--- src/rtl/fft_pkg.sv ---
// Shared types and constants for the 8-point FFT output reorder path.
package fft_pkg;

    localparam int unsigned DATA_W   = 50;
    localparam int unsigned COMP_W   = 25;
    localparam int unsigned N_POINTS = 8;
    localparam int unsigned IDX_W    = 3;

    typedef struct packed {
        logic signed [COMP_W-1:0] re;
        logic signed [COMP_W-1:0] im;
    } cplx_t;

    typedef enum logic [0:0] {
        StFill,
        StDrain
    } state_e;

    function automatic logic [IDX_W-1:0] bitrev3(input logic [IDX_W-1:0] k);
        return {k[0], k[1], k[2]};
    endfunction

endpackage

--- src/rtl/fft_out_reorder_if.sv ---
// Butterfly-result input and stream-output signals of fft_out_reorder.
interface fft_out_reorder_if #(
    parameter int unsigned DATA_W = fft_pkg::DATA_W
) ();

    logic                       in_valid_i;
    logic [DATA_W-1:0]          in_data_i;
    logic [fft_pkg::IDX_W-1:0]  in_idx_i;
    logic                       in_ready_o;
    logic                       m_tvalid_o;
    logic [DATA_W-1:0]          m_tdata_o;
    logic                       m_tlast_o;
    logic                       m_tready_i;
    logic                       frame_done_o;
    logic                       drop_err_o;

    // Environment side: drives butterfly results and downstream ready.
    modport master (
        output in_valid_i, in_data_i, in_idx_i, m_tready_i,
        input  in_ready_o, m_tvalid_o, m_tdata_o, m_tlast_o, frame_done_o, drop_err_o
    );

    modport slave (
        input  in_valid_i, in_data_i, in_idx_i, m_tready_i,
        output in_ready_o, m_tvalid_o, m_tdata_o, m_tlast_o, frame_done_o, drop_err_o
    );

endinterface

--- src/rtl/fft_cplx_round.sv ---
// Divide-by-8 with round-half-up on both components of a complex sample.
// Only compiled when FFT_OUT_SCALE_EN is defined.
`ifdef FFT_OUT_SCALE_EN
module fft_cplx_round
    import fft_pkg::*;
(
    input  cplx_t sample_i,
    output cplx_t sample_o
);

    // One guard bit keeps x + 4 from wrapping at the positive limit.
    function automatic logic signed [COMP_W-1:0] round_div8(input logic signed [COMP_W-1:0] x);
        logic signed [COMP_W:0] wide;
        wide = $signed({x[COMP_W-1], x}) + $signed((COMP_W+1)'(4));
        wide = wide >>> 3;
        return wide[COMP_W-1:0];
    endfunction

    always_comb begin
        sample_o    = '0;
        sample_o.re = round_div8(sample_i.re);
        sample_o.im = round_div8(sample_i.im);
    end

endmodule
`endif

--- src/rtl/fft_out_reorder.sv ---
// Collects one frame of bit-reversed butterfly results and streams it out in natural order.
// Optional output scaling by 1/N is enabled with FFT_OUT_SCALE_EN.
module fft_out_reorder
    import fft_pkg::*;
#(
    parameter int unsigned DATA_W   = fft_pkg::DATA_W,
    parameter int unsigned N_POINTS = fft_pkg::N_POINTS
) (
    input  logic              clk_i,
    input  logic              rst_i,
    fft_out_reorder_if.slave  bus
);

    cplx_t               buf_q [N_POINTS];
    logic [N_POINTS-1:0] mask_q;
    logic [N_POINTS-1:0] mask_d;
    logic [IDX_W-1:0]    k_q;
    state_e              state_q;
    logic                in_ready_q;
    logic                tvalid_q;
    logic                tlast_q;
    logic                drop_err_q;

    logic                wr_en;
    logic                hs;
    cplx_t               rd_sample;
    cplx_t               out_sample;

    assign wr_en = bus.in_valid_i && in_ready_q;
    assign hs    = tvalid_q && bus.m_tready_i;

    // A repeated index re-sets an already-set bit, so duplicates never complete a frame.
    always_comb begin
        mask_d = mask_q;
        mask_d[bus.in_idx_i] = 1'b1;
    end

    // Sample storage carries no reset; the mask alone decides what is valid.
    always_ff @(posedge clk_i) begin
        if (wr_en) begin
            buf_q[bus.in_idx_i] <= cplx_t'(bus.in_data_i);
        end
    end

    always_ff @(posedge clk_i) begin
        if (rst_i) begin
            state_q    <= StFill;
            mask_q     <= '0;
            k_q        <= '0;
            in_ready_q <= 1'b1;
            tvalid_q   <= 1'b0;
            tlast_q    <= 1'b0;
            drop_err_q <= 1'b0;
        end else begin
            if (bus.in_valid_i && !in_ready_q) begin
                drop_err_q <= 1'b1;
            end
            unique case (state_q)
                StFill: begin
                    if (wr_en) begin
                        mask_q <= mask_d;
                        if (&mask_d) begin
                            state_q    <= StDrain;
                            in_ready_q <= 1'b0;
                            tvalid_q   <= 1'b1;
                            tlast_q    <= 1'b0;
                            k_q        <= '0;
                        end
                    end
                end
                StDrain: begin
                    if (hs) begin
                        if (tlast_q) begin
                            state_q    <= StFill;
                            mask_q     <= '0;
                            k_q        <= '0;
                            in_ready_q <= 1'b1;
                            tvalid_q   <= 1'b0;
                            tlast_q    <= 1'b0;
                        end else begin
                            k_q     <= k_q + 1'b1;
                            tlast_q <= (k_q == IDX_W'(N_POINTS - 2));
                        end
                    end
                end
                default: begin
                    state_q <= StFill;
                end
            endcase
        end
    end

    assign rd_sample = buf_q[bitrev3(k_q)];

`ifdef FFT_OUT_SCALE_EN
    fft_cplx_round u_round (
        .sample_i (rd_sample),
        .sample_o (out_sample)
    );
`else
    assign out_sample = rd_sample;
`endif

    assign bus.in_ready_o   = in_ready_q;
    assign bus.m_tvalid_o   = tvalid_q;
    assign bus.m_tdata_o    = tvalid_q ? DATA_W'(out_sample) : '0;
    assign bus.m_tlast_o    = tlast_q;
    assign bus.frame_done_o = hs && tlast_q;
    assign bus.drop_err_o   = drop_err_q;

endmodule

--- src/flat_wrapper.sv ---
// flat-port wrapper written by rule: the top's interface ports become plain ports
module fft_out_reorder_flat import fft_pkg::*;
#(
    parameter int unsigned DATA_W   = fft_pkg::DATA_W,
    parameter int unsigned N_POINTS = fft_pkg::N_POINTS
)
  (clk_i, rst_i, bus_in_valid_i, bus_in_data_i, bus_in_idx_i, bus_m_tready_i, bus_in_ready_o, bus_m_tvalid_o, bus_m_tdata_o, bus_m_tlast_o, bus_frame_done_o, bus_drop_err_o);
  fft_out_reorder_if #(.DATA_W(DATA_W)) bus_i ();
  input  logic clk_i;
  input  logic rst_i;
  input wire logic [$bits(bus_i.in_valid_i)-1:0] bus_in_valid_i;
  input wire logic [$bits(bus_i.in_data_i)-1:0] bus_in_data_i;
  input wire logic [$bits(bus_i.in_idx_i)-1:0] bus_in_idx_i;
  input wire logic [$bits(bus_i.m_tready_i)-1:0] bus_m_tready_i;
  output wire logic [$bits(bus_i.in_ready_o)-1:0] bus_in_ready_o;
  output wire logic [$bits(bus_i.m_tvalid_o)-1:0] bus_m_tvalid_o;
  output wire logic [$bits(bus_i.m_tdata_o)-1:0] bus_m_tdata_o;
  output wire logic [$bits(bus_i.m_tlast_o)-1:0] bus_m_tlast_o;
  output wire logic [$bits(bus_i.frame_done_o)-1:0] bus_frame_done_o;
  output wire logic [$bits(bus_i.drop_err_o)-1:0] bus_drop_err_o;
  assign bus_i.in_valid_i = bus_in_valid_i;
  assign bus_i.in_data_i = bus_in_data_i;
  assign bus_i.in_idx_i = bus_in_idx_i;
  assign bus_i.m_tready_i = bus_m_tready_i;
  assign bus_in_ready_o = bus_i.in_ready_o;
  assign bus_m_tvalid_o = bus_i.m_tvalid_o;
  assign bus_m_tdata_o = bus_i.m_tdata_o;
  assign bus_m_tlast_o = bus_i.m_tlast_o;
  assign bus_frame_done_o = bus_i.frame_done_o;
  assign bus_drop_err_o = bus_i.drop_err_o;
  fft_out_reorder #(.DATA_W(DATA_W), .N_POINTS(N_POINTS)) u_core (.clk_i(clk_i), .rst_i(rst_i), .bus(bus_i));
endmodule
--- config.mk ---
export PLATFORM = sky130hd
export DESIGN_NAME = fft_out_reorder_flat
export DESIGN_NICKNAME = d
export VERILOG_FILES = /design/src/rtl/fft_pkg.sv /design/src/rtl/fft_out_reorder_if.sv /design/src/rtl/fft_cplx_round.sv /design/src/rtl/fft_out_reorder.sv /design/src/flat_wrapper.sv
export SDC_FILE = /design/constraint.sdc
export NUM_CORES = 1
export LEC_CHECK = 0
export ABC_AREA = 1
export CORE_MARGIN = 10
export CORE_UTILIZATION = 40
export DETAILED_ROUTE_END_ITERATION = 7
export SYNTH_ARGS = -nofsm -noshare
export SYNTH_HDL_FRONTEND = slang
export SYNTH_SLANG_ARGS = --single-unit
--- constraint.sdc ---
create_clock -name clk_i -period 4.02 [get_ports clk_i]
set_input_delay 0.402 -clock clk_i [delete_from_list [all_inputs] [get_ports clk_i]]
set_output_delay 0.402 -clock clk_i [all_outputs]
set_load 0.005 [all_outputs]
==> results of run 1 <==
[worst reg2reg max path, cell delays in order (launching register included)]
cell and delay [ns]:
sky130_fd_sc_hd__dfxtp_1 0.40, sky130_fd_sc_hd__nand2_1 0.44, sky130_fd_sc_hd__nor2_4 0.74, sky130_fd_sc_hd__buf_12 0.37
[Yosys cell counts, types with 11 or more instances]
master | count | area, um^2
sky130_fd_sc_hd__a21oi_1 | 11 | 55.1
sky130_fd_sc_hd__clkbuf_1 | 42 | 158
sky130_fd_sc_hd__o21ai_0 | 250 | 1250
sky130_fd_sc_hd__buf_6 | 12 | 135
sky130_fd_sc_hd__o21ai_1 | 55 | 275
sky130_fd_sc_hd__nand3_1 | 14 | 70.1
sky130_fd_sc_hd__nor2_1 | 375 | 1410
sky130_fd_sc_hd__inv_1 | 23 | 86.3
sky130_fd_sc_hd__dfxtp_1 | 19 | 380
sky130_fd_sc_hd__edfxtp_1 | 400 | 12000
sky130_fd_sc_hd__a31oi_1 | 50 | 313
sky130_fd_sc_hd__nand2_1 | 32 | 120
[sequential cells by signal, indices dropped and copies added, names as in the netlist, named ones only]
name,cells
u_core.state_q,1
u_core.buf_q,400
u_core.k_q,3
u_core.mask_q,8
u_core.bus.drop_err_o,1
u_core.bus.m_tlast_o,1
u_core.bus.in_ready_o,1
u_core.bus.m_tvalid_o,1
[through the flow]
stage	cell area, um^2	worst slack (ns)
global placement	18200	1.19
floorplan	16500	0.877
CTS	19500	0.614
global route	19600	0.346
detailed placement	18200	1.19
finish	19600	0.672
[metal layers]
layer	GRT usage	share of wire	vias to the layer above
met3	0.0293	0.055	60
met4	0.0395	0.019	4
met5	0	0.00068	-
met1	0.212	0.46	5095
met2	0.234	0.46	261
li1	-	-	4955
[power breakdown]
| part | internal (mW) | switching (mW) | leakage, nW |
|---|---|---|---|
| registers | 4.87 | 0.0171 | 3.79 |
| clock network | 2.12 | 1.60 | 0.637 |
| logic | 0.0771 | 0.150 | 1.96 |
| total | 7.07 | 1.77 | 6.39 |
[cell families (layout without fill, tap and decap cells)]
group	count (synthesis)	count (layout)	share of synthesized area
other cells	0	2	0
compound gates	367	367	0.115
flops	419	419	0.751
xor+xnor	1	1	0.000531
fa+ha+maj	2	2	0.00152
buf+inv	109	236	0.0336
simple gates	423	423	0.0978
[cells in the final DEF (no fill, tap or decap), types with 2 or more instances in the layout]
cell and n:
sky130_fd_sc_hd__clkbuf_1 11, sky130_fd_sc_hd__inv_16 2, sky130_fd_sc_hd__a21oi_1 11, sky130_fd_sc_hd__inv_1 22, sky130_fd_sc_hd__buf_4 12, sky130_fd_sc_hd__o21ai_0 250, sky130_fd_sc_hd__clkbuf_16 45, sky130_fd_sc_hd__nand3_1 14
sky130_fd_sc_hd__a31oi_1 50, sky130_fd_sc_hd__clkdlybuf4s50_1 111, sky130_fd_sc_hd__o21ai_1 55, sky130_fd_sc_hd__edfxtp_1 400, sky130_fd_sc_hd__dfxtp_4 2, sky130_fd_sc_hd__diode_2 2, sky130_fd_sc_hd__nor2_4 8, sky130_fd_sc_hd__nor2_1 367
sky130_fd_sc_hd__buf_12 13, sky130_fd_sc_hd__clkinv_2 5, sky130_fd_sc_hd__clkinv_1 10, sky130_fd_sc_hd__ha_1 2, sky130_fd_sc_hd__dfxtp_1 16, sky130_fd_sc_hd__nand2_1 32
[final cells by class]
| class | instances | area [um^2] | area share |
|---|---|---|---|
| sequential | 419 | 12400 | 0.634 |
| multi-input combinational | 793 | 3610 | 0.185 |
| timing repair buffer | 136 | 1460 | 0.0747 |
| clock buffer | 56 | 1170 | 0.0597 |
| tap | 532 | 666 | 0.0340 |
| clock inverter | 19 | 144 | 0.00736 |
| inverter | 25 | 97.6 | 0.00499 |
| antenna | 2 | 5.00 | 0.000256 |
[worst paths after layout]
path / start / endpoint / slack [ns] / cells after the start
setup reg to reg: u_core.bus.in_ready_o / u_core.buf_q[3][17] / 1.72 / 3
hold / removal: u_core.mask_q[3] / u_core.mask_q[3] / 0.46 / 2
hold reg to reg: u_core.mask_q[3] / u_core.mask_q[3] / 0.46 / 2
setup / recovery: register / bus_m_tdata_o[23] / 0.67 / 8
==> impl_summary.log, run 1 <==
INFO  metric layout.cells.non_filler = 1982
INFO  metric viasPerCell = 5.23
INFO  metric grt_setup_unrepaired = no
INFO  metric synth-main-ff-cell = sky130_fd_sc_hd__edfxtp_1
INFO  metric critPathCaptureType = primary output
INFO  metric ys_seq_elements = 419
INFO  metric num_vias = 10375
INFO  metric fp.dieArea = 0.0498 mm^2
INFO  metric clock_tree.htree_level_count = 2
INFO  metric number_of_hold_repair_buffers_added_at_the_cts_stage = 0
INFO  metric place_inst = 1905
INFO  metric utilization_after_layout = 0.479
INFO  metric fmaxAchievable = 299 MHz
INFO  metric post_cts.resized_instances = 0
INFO  metric die_w = 223 um
INFO  metric layout_cells_sized_above_1 = 0.0656
INFO  metric synth.lib_cells_used.distinct = 22
INFO  metric synthArstFlopShare = 0
INFO  metric die-height = 223 um
INFO  metric timing_worst_slew_pin_value = 0.914 ns
INFO  metric final.min_clock_period = 3.35 ns
INFO  metric floorplan.rows = 74
INFO  metric synth-warning-count = 0
INFO  metric post-cts-setup-buffers = 0
INFO  metric path_delay_family = buffers and inverters
INFO  metric mappedNetlistArea = 0.0165 mm^2
INFO  metric n_fill_cell = 3615
INFO  metric syn-instance-count = 1321
INFO  metric finalSetupViolations = 0
INFO  metric gr-usage-all-layers = 0.151
INFO  metric remaining_max_slew_budget_at_the_tightest_pin = 0.391
INFO  metric tritoncts_num_sinks = 419
INFO  metric detail_route.wl_per_cell = 19.3 um
INFO  metric largest_net_degree_at_the_start_of_global_routing = 119
INFO  metric cts_inserted_buffers = 44
INFO  metric worst-endpoint-required = 3.62 ns
INFO  metric initial_core_utilization = 0.404
INFO  metric antenna_left = 0
INFO  metric drt-initial-drc-count = 837
INFO  metric clock_pin_slew_on_the_worst_setup_and_hold_paths = 0.06 ns
INFO  metric clkLatencyLatePin = 0.55 ns
INFO  metric clockRootBuffer = sky130_fd_sc_hd__clkbuf_16
INFO  metric synth_nets = 1380
INFO  metric pin_count = 112
INFO  metric status = complete, no violations
INFO  metric detail_route.drc_violations = 0
INFO  metric routabilityCongestion = 0.758
INFO  metric crit_path_max_fanout = 82
INFO  metric placeableCoreArea = 0.0408 mm^2
INFO  metric synth_seq_area_share = 0.751
INFO  metric critical_path_arrival = 2.95 ns
INFO  metric final_nets = 1478
INFO  metric drt-total-wl = 38.3 mm
INFO  metric synth_edf_count = 400
INFO  metric via_count_of_the_first_global_routing_pass = 10236
INFO  metric clock_tree.buffer_depth = 3
INFO  metric setup-tns-final = 0 ns
INFO  metric ir_drop = 0.300 mV
INFO  metric cellPowerDensity = 452 mW/mm^2
INFO  metric cap_viol_max_count = 0
INFO  metric post-layout-total-power = 8.84 mW
INFO  metric synthToLayoutAreaGrowth = 18.5%
INFO  metric buffer_ports.inserted = 111
INFO  metric critPathLaunchType = register
INFO  metric maxSlewViolCount = 0
INFO  metric antenna_violations_before_repair = 4
INFO  metric cp_num_buf_inv = 2
INFO  metric critical-path-max-stage-delay = 0.66 ns
INFO  metric path_class = register to primary output
INFO  metric grt_first_pass_wirelength = 59.8 mm
INFO  metric holdWs = 0.462 ns
INFO  metric drt_first_pass_iters = 5
INFO  metric total_gr_overflow = 0
INFO  metric power.static_leakage = 6.39 nW
INFO  metric crit_chain = buf_4, nor2_1, nor2_1, o21ai_0, o21ai_1, o21ai_0, a31oi_1, clkdlybuf4s50_1
INFO  metric layout_worst_path_cycle_share = 0.833
INFO  metric syn_avg_cell_area = 12.5 um^2
INFO  metric worst_clock_skew = 0.0191 ns
INFO  metric worst_path_max_delay_cell = sky130_fd_sc_hd__buf_4
INFO  metric min-delay-path-class = register to register
INFO  metric cts_tree = yes
INFO  metric timing_hold_violations_final = 0
INFO  metric detailed_place_hpwl = 19.9 mm
Note: power is estimated with default switching activity, not from simulation.
==> run 2: changes to the inputs <==
clock period = 3.47 ns   (was 4.02 ns; I/O delays follow)
==> impl_summary.log, run 2 (synthesis gave the netlist of run 1 again) <==
INFO  metric cp.depth = 8 (unchanged)
INFO  metric cts_inserted_buffers = 45 (+2.3%)
INFO  metric grt.met2_usage = 0.243 (+0.00943)
INFO  metric grtUsageMet3 = 0.0390 (+0.00968)
INFO  metric drt-total-wl = 39.2 mm (+2.4%)
INFO  metric detail_route.wl_per_cell = 19.7 um (+1.8%)
INFO  metric layout_worst_path_cycle_share = 0.950
INFO  metric ir_drop = 0.315 mV (+4.8%)
INFO  metric timing_worst_slew_pin_value = 0.737 ns (-0.177 ns)
INFO  metric worstReg2RegStart = u_core.bus.in_ready_o
INFO  metric reg2reg_slack = 1.48 ns (-0.24 ns)
INFO  metric layout_common_cells = sky130_fd_sc_hd__edfxtp_1, sky130_fd_sc_hd__nor2_1, sky130_fd_sc_hd__o21ai_0
INFO  metric total_gr_overflow = 0 (unchanged)
INFO  metric routabilityCongestion = 0.753 (-0.58%)
INFO  metric critPathCaptureType = primary output
INFO  metric remaining_max_slew_budget_at_the_tightest_pin = 0.507 (+0.117)
INFO  metric cts_tree = yes
INFO  metric final_nets = 1485 (+0.47%)
INFO  metric path_class = register to primary output
INFO  metric layout_cells_sized_above_1 = 0.0780 (+0.0124)
INFO  metric gr-usage-all-layers = 0.153 (+0.00214)
INFO  metric setup-tns-final = 0 ns (unchanged)
INFO  metric critical_path_arrival = 2.95 ns (about the same)
INFO  metric initial_core_utilization = 0.404 (unchanged)
INFO  metric pin_count = 112 (unchanged)
INFO  metric drt-initial-drc-count = 779 (-6.9%)
INFO  metric worst_clock_skew = 0.0125 ns (-0.00656 ns)
INFO  metric detailed_place_hpwl = 20.2 mm (+1.5%)
INFO  metric synthToLayoutAreaGrowth = 20.0%
INFO  metric buffer_ports.inserted = 111 (unchanged)
INFO  metric final.min_clock_period = 3.30 ns
INFO  metric die_w = 223 um (unchanged)
INFO  metric placeableCoreArea = 0.0408 mm^2 (unchanged)
INFO  metric tritoncts_num_sinks = 419 (unchanged)
INFO  metric drt_first_pass_iters = 5 (unchanged)
INFO  metric fp.dieArea = 0.0498 mm^2 (unchanged)
INFO  metric post-cts-setup-buffers = 0 (unchanged)
INFO  metric most_common_library_cell_in_the_layout_ignoring_fill_and_taps = sky130_fd_sc_hd__edfxtp_1
INFO  metric path_delay_family = buffers and inverters
INFO  metric viasPerCell = 5.22 (-0.23%)
INFO  metric clock_pin_slew_on_the_worst_setup_and_hold_paths = 0.06 ns (about the same)
INFO  metric cellPowerDensity = 533 mW/mm^2 (+18%)
INFO  metric registers.top_by_ff_count = u_core.buf_q
INFO  metric cap_viol_max_count = 0 (unchanged)
INFO  metric clockRootBuffer = sky130_fd_sc_hd__clkbuf_16
INFO  metric num_vias = 10414 (+0.38%)
INFO  metric finalInstanceArea = 0.0198 mm^2 (+1.2%)
INFO  metric critical_path.reg2reg.endpoint = u_core.buf_q[1][18]
INFO  metric crit_path_max_fanout = 50 (-39%)
INFO  metric crit_chain = inv_6, buf_12, buf_12, o21ai_0, o21ai_1, o21ai_0, a31oi_1, clkdlybuf4s50_1
INFO  metric timing_hold_violations_final = 0 (unchanged)
INFO  metric worst-endpoint-required = 3.12 ns (-0.50 ns)
INFO  metric grt_most_used_layer = met2
INFO  metric grt_setup_unrepaired = yes
INFO  metric n_fill_cell = 3576 (-1.1%)
INFO  metric clock_tree.buffer_depth = 3 (unchanged)
INFO  metric pre_cts_slack = 0.732 ns (-0.455 ns)
INFO  metric floorplan.rows = 74 (unchanged)
INFO  metric endpoint_of_the_most_critical_setup_path = bus_m_tdata_o[3]
INFO  metric post-layout-total-power = 10.5 mW (+19%)
INFO  metric reg_top3 = u_core.buf_q x400, u_core.mask_q x8, u_core.k_q x3
INFO  metric critical-path-max-stage-delay = 0.65 ns (about the same)
INFO  metric holdWs = 0.464 ns (+0.00153 ns)
INFO  metric finalSetupViolations = 0 (unchanged)
INFO  metric maxSlewViolCount = 0 (unchanged)
INFO  metric antenna_left = 0 (unchanged)
INFO  metric largest_net_degree_at_the_start_of_global_routing = 109 (-8.4%)
INFO  metric critPathLaunchType = register
INFO  metric place_area = 0.0183 mm^2 (+0.48%)
INFO  metric reg2reg_depth = 3 (unchanged)
INFO  metric gr-usage-met1 = 0.204 (-0.00824)
INFO  metric antenna_violations_before_repair = 2 (-2)
INFO  metric min-delay-path-class = register to register
INFO  metric detail_route.drc_violations = 0 (unchanged)
INFO  metric worst_path_max_delay_cell = sky130_fd_sc_hd__dfxtp_4
INFO  metric grt_first_pass_wirelength = 60.2 mm (+0.68%)
INFO  metric number_of_hold_repair_buffers_added_at_the_cts_stage = 0 (unchanged)
INFO  metric setup_ws = 0.173 ns (-0.500 ns)
INFO  metric clock_tree.htree_level_count = 2 (unchanged)
INFO  metric die-height = 223 um (unchanged)
INFO  metric power.static_leakage = 6.51 nW (+2.0%)
INFO  metric post_cts.resized_instances = 0 (unchanged)
INFO  metric fmaxAchievable = 303 MHz
INFO  metric clkLatencyLatePin = 0.58 ns (+0.03 ns)
INFO  metric via_count_of_the_first_global_routing_pass = 10202 (-0.33%)
INFO  metric cp_num_buf_inv = 4 (+2)
INFO  metric status = complete, no violations
INFO  metric largest_reg_flops = 400 (unchanged)
[run 2: metrics by stage]
stage / cells / utilization
floorplan: 1321 / -
global placement: 1910 / 0.449
detailed placement: 1910 / 0.449
CTS: 1992 / 0.484
global route: 1993 / 0.485
finish: 1994 / 0.485
[run 2: where the power goes]
part | total (mW) | internal [mW] | switching (mW)
Combinational | 0.264 | 0.0893 | 0.175
Clock | 4.62 | 2.67 | 1.95
Sequential | 5.67 | 5.65 | 0.0197
Total | 10.5 | 8.40 | 2.14
[run 2: per-layer routing]
metal	part of all wire	wire (um)
met5	0.00043	17
met4	0.020	798
met3	0.060	2350
met2	0.46	18000
met1	0.46	18000
[run 2: cell type report]
class / instances / area (um^2) / area share
inverter: 25 / 100 / 0.00506
multi-input combinational: 793 / 3620 / 0.183
clock buffer: 56 / 1190 / 0.0601
clock inverter: 26 / 234 / 0.0118
sequential: 419 / 12400 / 0.627
timing repair buffer: 142 / 1580 / 0.0799
tap: 532 / 666 / 0.0336
antenna: 1 / 2.50 / 0.000126
[run 2: tightest hold or removal path: cells and delay by family (launching register included)]
family / cells / cell delay (ns)
DFF: 1 / 0.31
and+or+nand+nor: 1 / 0.06
AOI/OAI and AO/OA: 1 / 0.05
[run 2: worst min path at each step]
stage / from / end / slack [ns] / cells after the start
5_1_grt: bus_in_valid_i / u_core.bus.drop_err_o / 0.46 / 3
3_5_place_dp: u_core.mask_q[3] / u_core.mask_q[3] / 0.46 / 2
3_3_place_gp: u_core.mask_q[0] / u_core.mask_q[0] / 0.45 / 2
4_1_cts: bus_in_valid_i / u_core.bus.drop_err_o / 0.44 / 3
6_report: u_core.mask_q[3] / u_core.mask_q[3] / 0.46 / 2
2_1_floorplan: u_core.mask_q[0] / u_core.mask_q[0] / 0.44 / 2
==> RTL edit 1 (settings of run 2) <==
`N_POINTS`: 8 -> 16.
--- a/src/rtl/fft_pkg.sv
+++ b/src/rtl/fft_pkg.sv
@@ -3,7 +3,7 @@
 
     localparam int unsigned DATA_W   = 50;
     localparam int unsigned COMP_W   = 25;
-    localparam int unsigned N_POINTS = 8;
+    localparam int unsigned N_POINTS = 16;
     localparam int unsigned IDX_W    = 3;
 
     typedef struct packed {
Formal check against the unedited RTL: not equivalent (a bounded check fails within 10 cycles, from zero or initial values and one cycle with rst_i high).
==> RTL edit 1 against run 2 <==
Non-clock buffer count down 6. Final area grew 6.9%. Sequential cell count shrank 8. Worst setup slack better by 0.26 ns. Synthesized area increased by 8.3%. Clock power is 5.2% lower. Sequential power down 2%. Largest cell class unchanged. Power is 3.1% lower. Core utilization down 0.63 points. Wire length rose by 4.6%.
==> RTL edit 1: results (changes against run 2) <==
most numerous cell types in the synthesized netlist=nand2_1 (509), inv_1 (409), edfxtp_1 (400), nand3_1 (252), nor2_1 (107); crit path DAT=2.69 ns (-0.26 ns); cell types occupying the most area after synthesis=edfxtp_1 (67%), nand2_1 (11%), inv_1 (8.6%); dpl hpwl=21,200 um (+5.0%); met2 wirelength from detailed routing=19,200 um (+6.7%); initial detailed-routing violation count=1,039 (+33%); Seq. cell area=12,200 sq um (-1.3%); wire length per cell=16.3 um (-17%); final critical-path share of the clock period=0.874 (-0.0759); layout buffering overhead excluding clock cells=0.0715 (-0.00846); cell area after placement=19,800 sq um (+8.1%); run status=complete, no violations; net count reported at finish=1,952 (+31%); largest registers in the final layout=u_core.buf_q (400), u_core.k_q (3); hold endpoint=u_core.bus.drop_err_o; final non-filler cell area=21,200 sq um (+6.9%); detailed-routing wirelength on met1=18,800 um (+4.2%); xor/xnor share of the synthesized area=0.000490 (-0.0000407); clk_lat worst skew=0.56 ns (-0.02 ns); relative slew slack=0.512 (+0.00411); Seq cells post-synth=411 (-1.9%); worst hold slack across all endpoints=0.447 ns (-0.0167 ns); placed cells=2,438 (+28%); number of cells traversed by the worst hold path=3 (+1); number of combinational gates with multiple inputs=888 (+12%); vias in the first global route=11,374 (+11%); cell with the largest stage delay on the worst path=clkdlybuf4s50_1; invs w/o clock=411 (+1500%)
==> RTL edit 1: cell types whose count changed after synthesis, sizes merged, moves of 2 or more <==
| cell | run 2 | this run |
|---|---|---|
| nor4 | 0 | 2 |
| nand2 | 32 | 509 |
| a21oi | 11 | 5 |
| nor2 | 376 | 107 |
| a31oi | 50 | 1 |
| buf | 38 | 70 |
| clkbuf | 46 | 14 |
| inv | 25 | 411 |
| dfxtp | 19 | 11 |
| nor3 | 0 | 6 |
| nand3 | 15 | 252 |
| o21ai | 305 | 0 |
==> RTL edit 1: power by group through the flow <==
stage | Combinational [mW] | Clock (mW) | Sequential, mW
floorplan | 0.0940 | 0 | 5.68
global placement | 0.274 | 0 | 5.67
detailed placement | 0.281 | 0 | 5.67
CTS | 0.282 | 4.48 | 5.56
global route | 0.309 | 4.69 | 5.57
finish | 0.276 | 4.38 | 5.57
==> RTL edit 1: metal layers <==
metal,up-vias,global-route usage
met5,-,0
met4,6,0.0456
met3,78,0.0304
met2,241,0.253
met1,5578,0.200
li1,5818,-
==> RTL edit 2 (flow settings as in run 2) <==
Made on the original files. Reset style: asynchronous (`rst_i`), changed in one clocked block.
--- a/src/rtl/fft_out_reorder.sv
+++ b/src/rtl/fft_out_reorder.sv
@@ -42,7 +42,7 @@
         end
     end
 
-    always_ff @(posedge clk_i) begin
+    always_ff @(posedge clk_i or posedge rst_i) begin
         if (rst_i) begin
             state_q    <= StFill;
             mask_q     <= '0;
Formal check against the unedited RTL: not equivalent (Yosys sat finds a counterexample within 10 cycles, from zero or initial values and one cycle with rst_i high; the reset may be asserted at any time).
==> RTL edit 2 against run 2 <==
Synthesized cell count shrank 6.0%. Final area shrank 1.0%. Critical endpoint is now bus_m_tdata_o[22]. Power is 6.5% lower. Worst setup slack gained 0.040 ns. Wire length is 4.7% lower. Sequential cell count shrank 3. Global-route usage is 0.75 points lower. Clock power decreased by 8.4%. Synthesized area increased by 0.14%.
==> RTL edit 2: results (changes against run 2) <==
Primary FF master, synth=edfxtp_1; largest registers in the final layout=u_core.buf_q (400), u_core.mask_q (8), u_core.k_q (3); Port Buffers=111 (unchanged); length of the first detailed-routing pass in iterations=5 (unchanged); initial detailed-routing violation count=706 (-9.4%); cell types occupying the most area after synthesis=edfxtp_1 (73%), nor2_1 (7.1%), o21ai_0 (6.4%); layout cell share with drive strength beyond 1=0.0746 (-0.00345); overall fraction of global-route tracks in use=0.145 (-0.00746); post-cts gate resize count=0 (unchanged); post-place setup slack=0.655 ns (-0.0768 ns); worst r2r src=u_core.k_q[1]; Synth cell types=26 (+18%); most numerous cell types in the synthesized netlist=edfxtp_1 (400), nor2_1 (313), o21ai_0 (211), mux2i_1 (50), o22ai_1 (50); skew final=0.0119 ns (-0.000579 ns); number of flip-flops in the largest register=400 (unchanged); net count reported at finish=1,410 (-5.1%); largest net degree at the start of global routing=77 (-29%); crit path DAT=2.91 ns (-0.04 ns); Ys Warns=0 (unchanged); sequential-to-total area share from yosys stat=0.751 (about the same); CP startpoint=u_core.k_q[2]; Async S/R FF share, synth=0.0385 (+0.0385); static leakage power=6.33 nW (-2.8%); clock-pin slew on the worst setup and hold paths=0.06 ns (about the same); vias in the first global route=9,842 (-3.5%); number of enable-type register cells in the synthesized netlist=400 (unchanged); clk_lat worst skew=0.54 ns (-0.04 ns); run status=complete, no violations; FILL cells=3,507 (-1.9%); CTS Root Cell=clkbuf_16; Worst-Margin Slew=0.782 ns (+0.0444 ns); buffers from clock root to sink, at most=3 (unchanged); number of antenna violations at the first check in global routing=2 (unchanged); worst supply voltage drop on vdd=0.000305 V (-3.1%); dpl hpwl=19,900 um (-1.6%); wire length of the first global-routing pass=57,500 um (-4.6%); Synth Net Count=1,301 (-5.7%); top fanout value on the critical path=28 (-44%); placer congestion estimate=0.779 (+3.4%); Via Count=9,931 (-4.6%); detailed-route wire length=37,400 um (-4.7%); number of buffers created by CTS=44 (-2.2%); depth of the CTS H-tree=2 (unchanged); type of the worst min-delay path=in2async
[RTL edit 2: cell types whose count changed after synthesis, moves of 6 or more]
cell,before,now
buf_2,10,21
dfrtp_1,0,15
buf_12,0,6
nand2_1,32,24
o22ai_1,0,50
buf_6,12,2
o21ai_1,55,49
dfxtp_1,19,0
mux2i_1,0,50
nor2_1,375,313
a31oi_1,50,0
o21ai_0,250,211
[RTL edit 2: critical path: stages, from the launching register on]
cell and delay [ns]:
dfrtp_4 0.62, inv_4 0.32, buf_4 0.37, nor2_1 0.08, o22ai_1 0.22, nor2_1 0.06
nor2_1 0.17, clkdlybuf4s50_1 0.53
[RTL edit 2: path summary, 6_finish.rpt]
check                                   endpoint  slack (ns)  cells past startpoint
max                            bus_m_tdata_o[22]        0.21                      7
min                             u_core.mask_q[7]        0.19                      2
max reg2reg                        u_core.k_q[1]        1.31                      4
min reg2reg                u_core.bus.drop_err_o        0.48                      1
max in group asynchronous          u_core.k_q[1]        2.82                      2
min in group clk_i         u_core.bus.drop_err_o        0.41                      3
[RTL edit 2: power breakdown]
| part | switching (mW) | internal [mW] | leakage [nW] |
|---|---|---|---|
| clock network | 1.80 | 2.43 | 0.640 |
| logic | 0.0751 | 0.0578 | 1.93 |
| registers | 0.0000000000000000140 | 5.50 | 3.75 |
| total | 1.87 | 7.99 | 6.33 |
[RTL edit 2: final cells by class]
type / instances / area, sq um / area share
clock inverter: 23 / 134 / 0.00684
sequential: 416 / 12400 / 0.634
antenna: 1 / 2.50 / 0.000128
timing repair buffer: 140 / 1500 / 0.0765
tap: 532 / 666 / 0.0340
multi-input combinational: 727 / 3620 / 0.185
inverter: 22 / 85.1 / 0.00434
clock buffer: 53 / 1160 / 0.0590
[RTL edit 2: cell families (layout without fill, tap and decap cells)]
group,after synthesis,after routing,synth area share
DFF,416,416,0.751
and+or+nand+nor,354,354,0.0821
AOI/OAI and AO/OA,320,320,0.101
buffers and inverters,99,238,0.0332
muxes,50,50,0.0303
adders and majority gates,2,2,0.00151
xor gates and xnor gates,1,1,0.000530
other,0,1,0
[RTL edit 2: through the flow]
stage	cells	hold slack, ns	area [sq um]	utilization	power, mW
5_1_grt	1913	0.237	19600	0.480	10.2
6_report	1914	0.192	19600	0.480	9.86
2_1_floorplan	1242	0.260	16500	-	5.62
3_3_place_gp	1836	0.467	18300	0.448	5.73
3_5_place_dp	1836	0.475	18300	0.448	5.74
4_1_cts	1912	0.210	19600	0.479	9.97
[RTL edit 2: per-layer routing]
layer,vias to the layer above,GRT usage,wire length [um]
li1,4753,-,-
met1,4861,0.186,16300
met2,246,0.243,18300
met3,67,0.0290,1970
met4,4,0.0451,803
met5,-,0,21
[RTL edit 2: what timing repair did]
item / CTS / global route
buffers inserted: 0 / 1
hold buffers: 0 / 0
setup endpoints to repair: 0 / 13
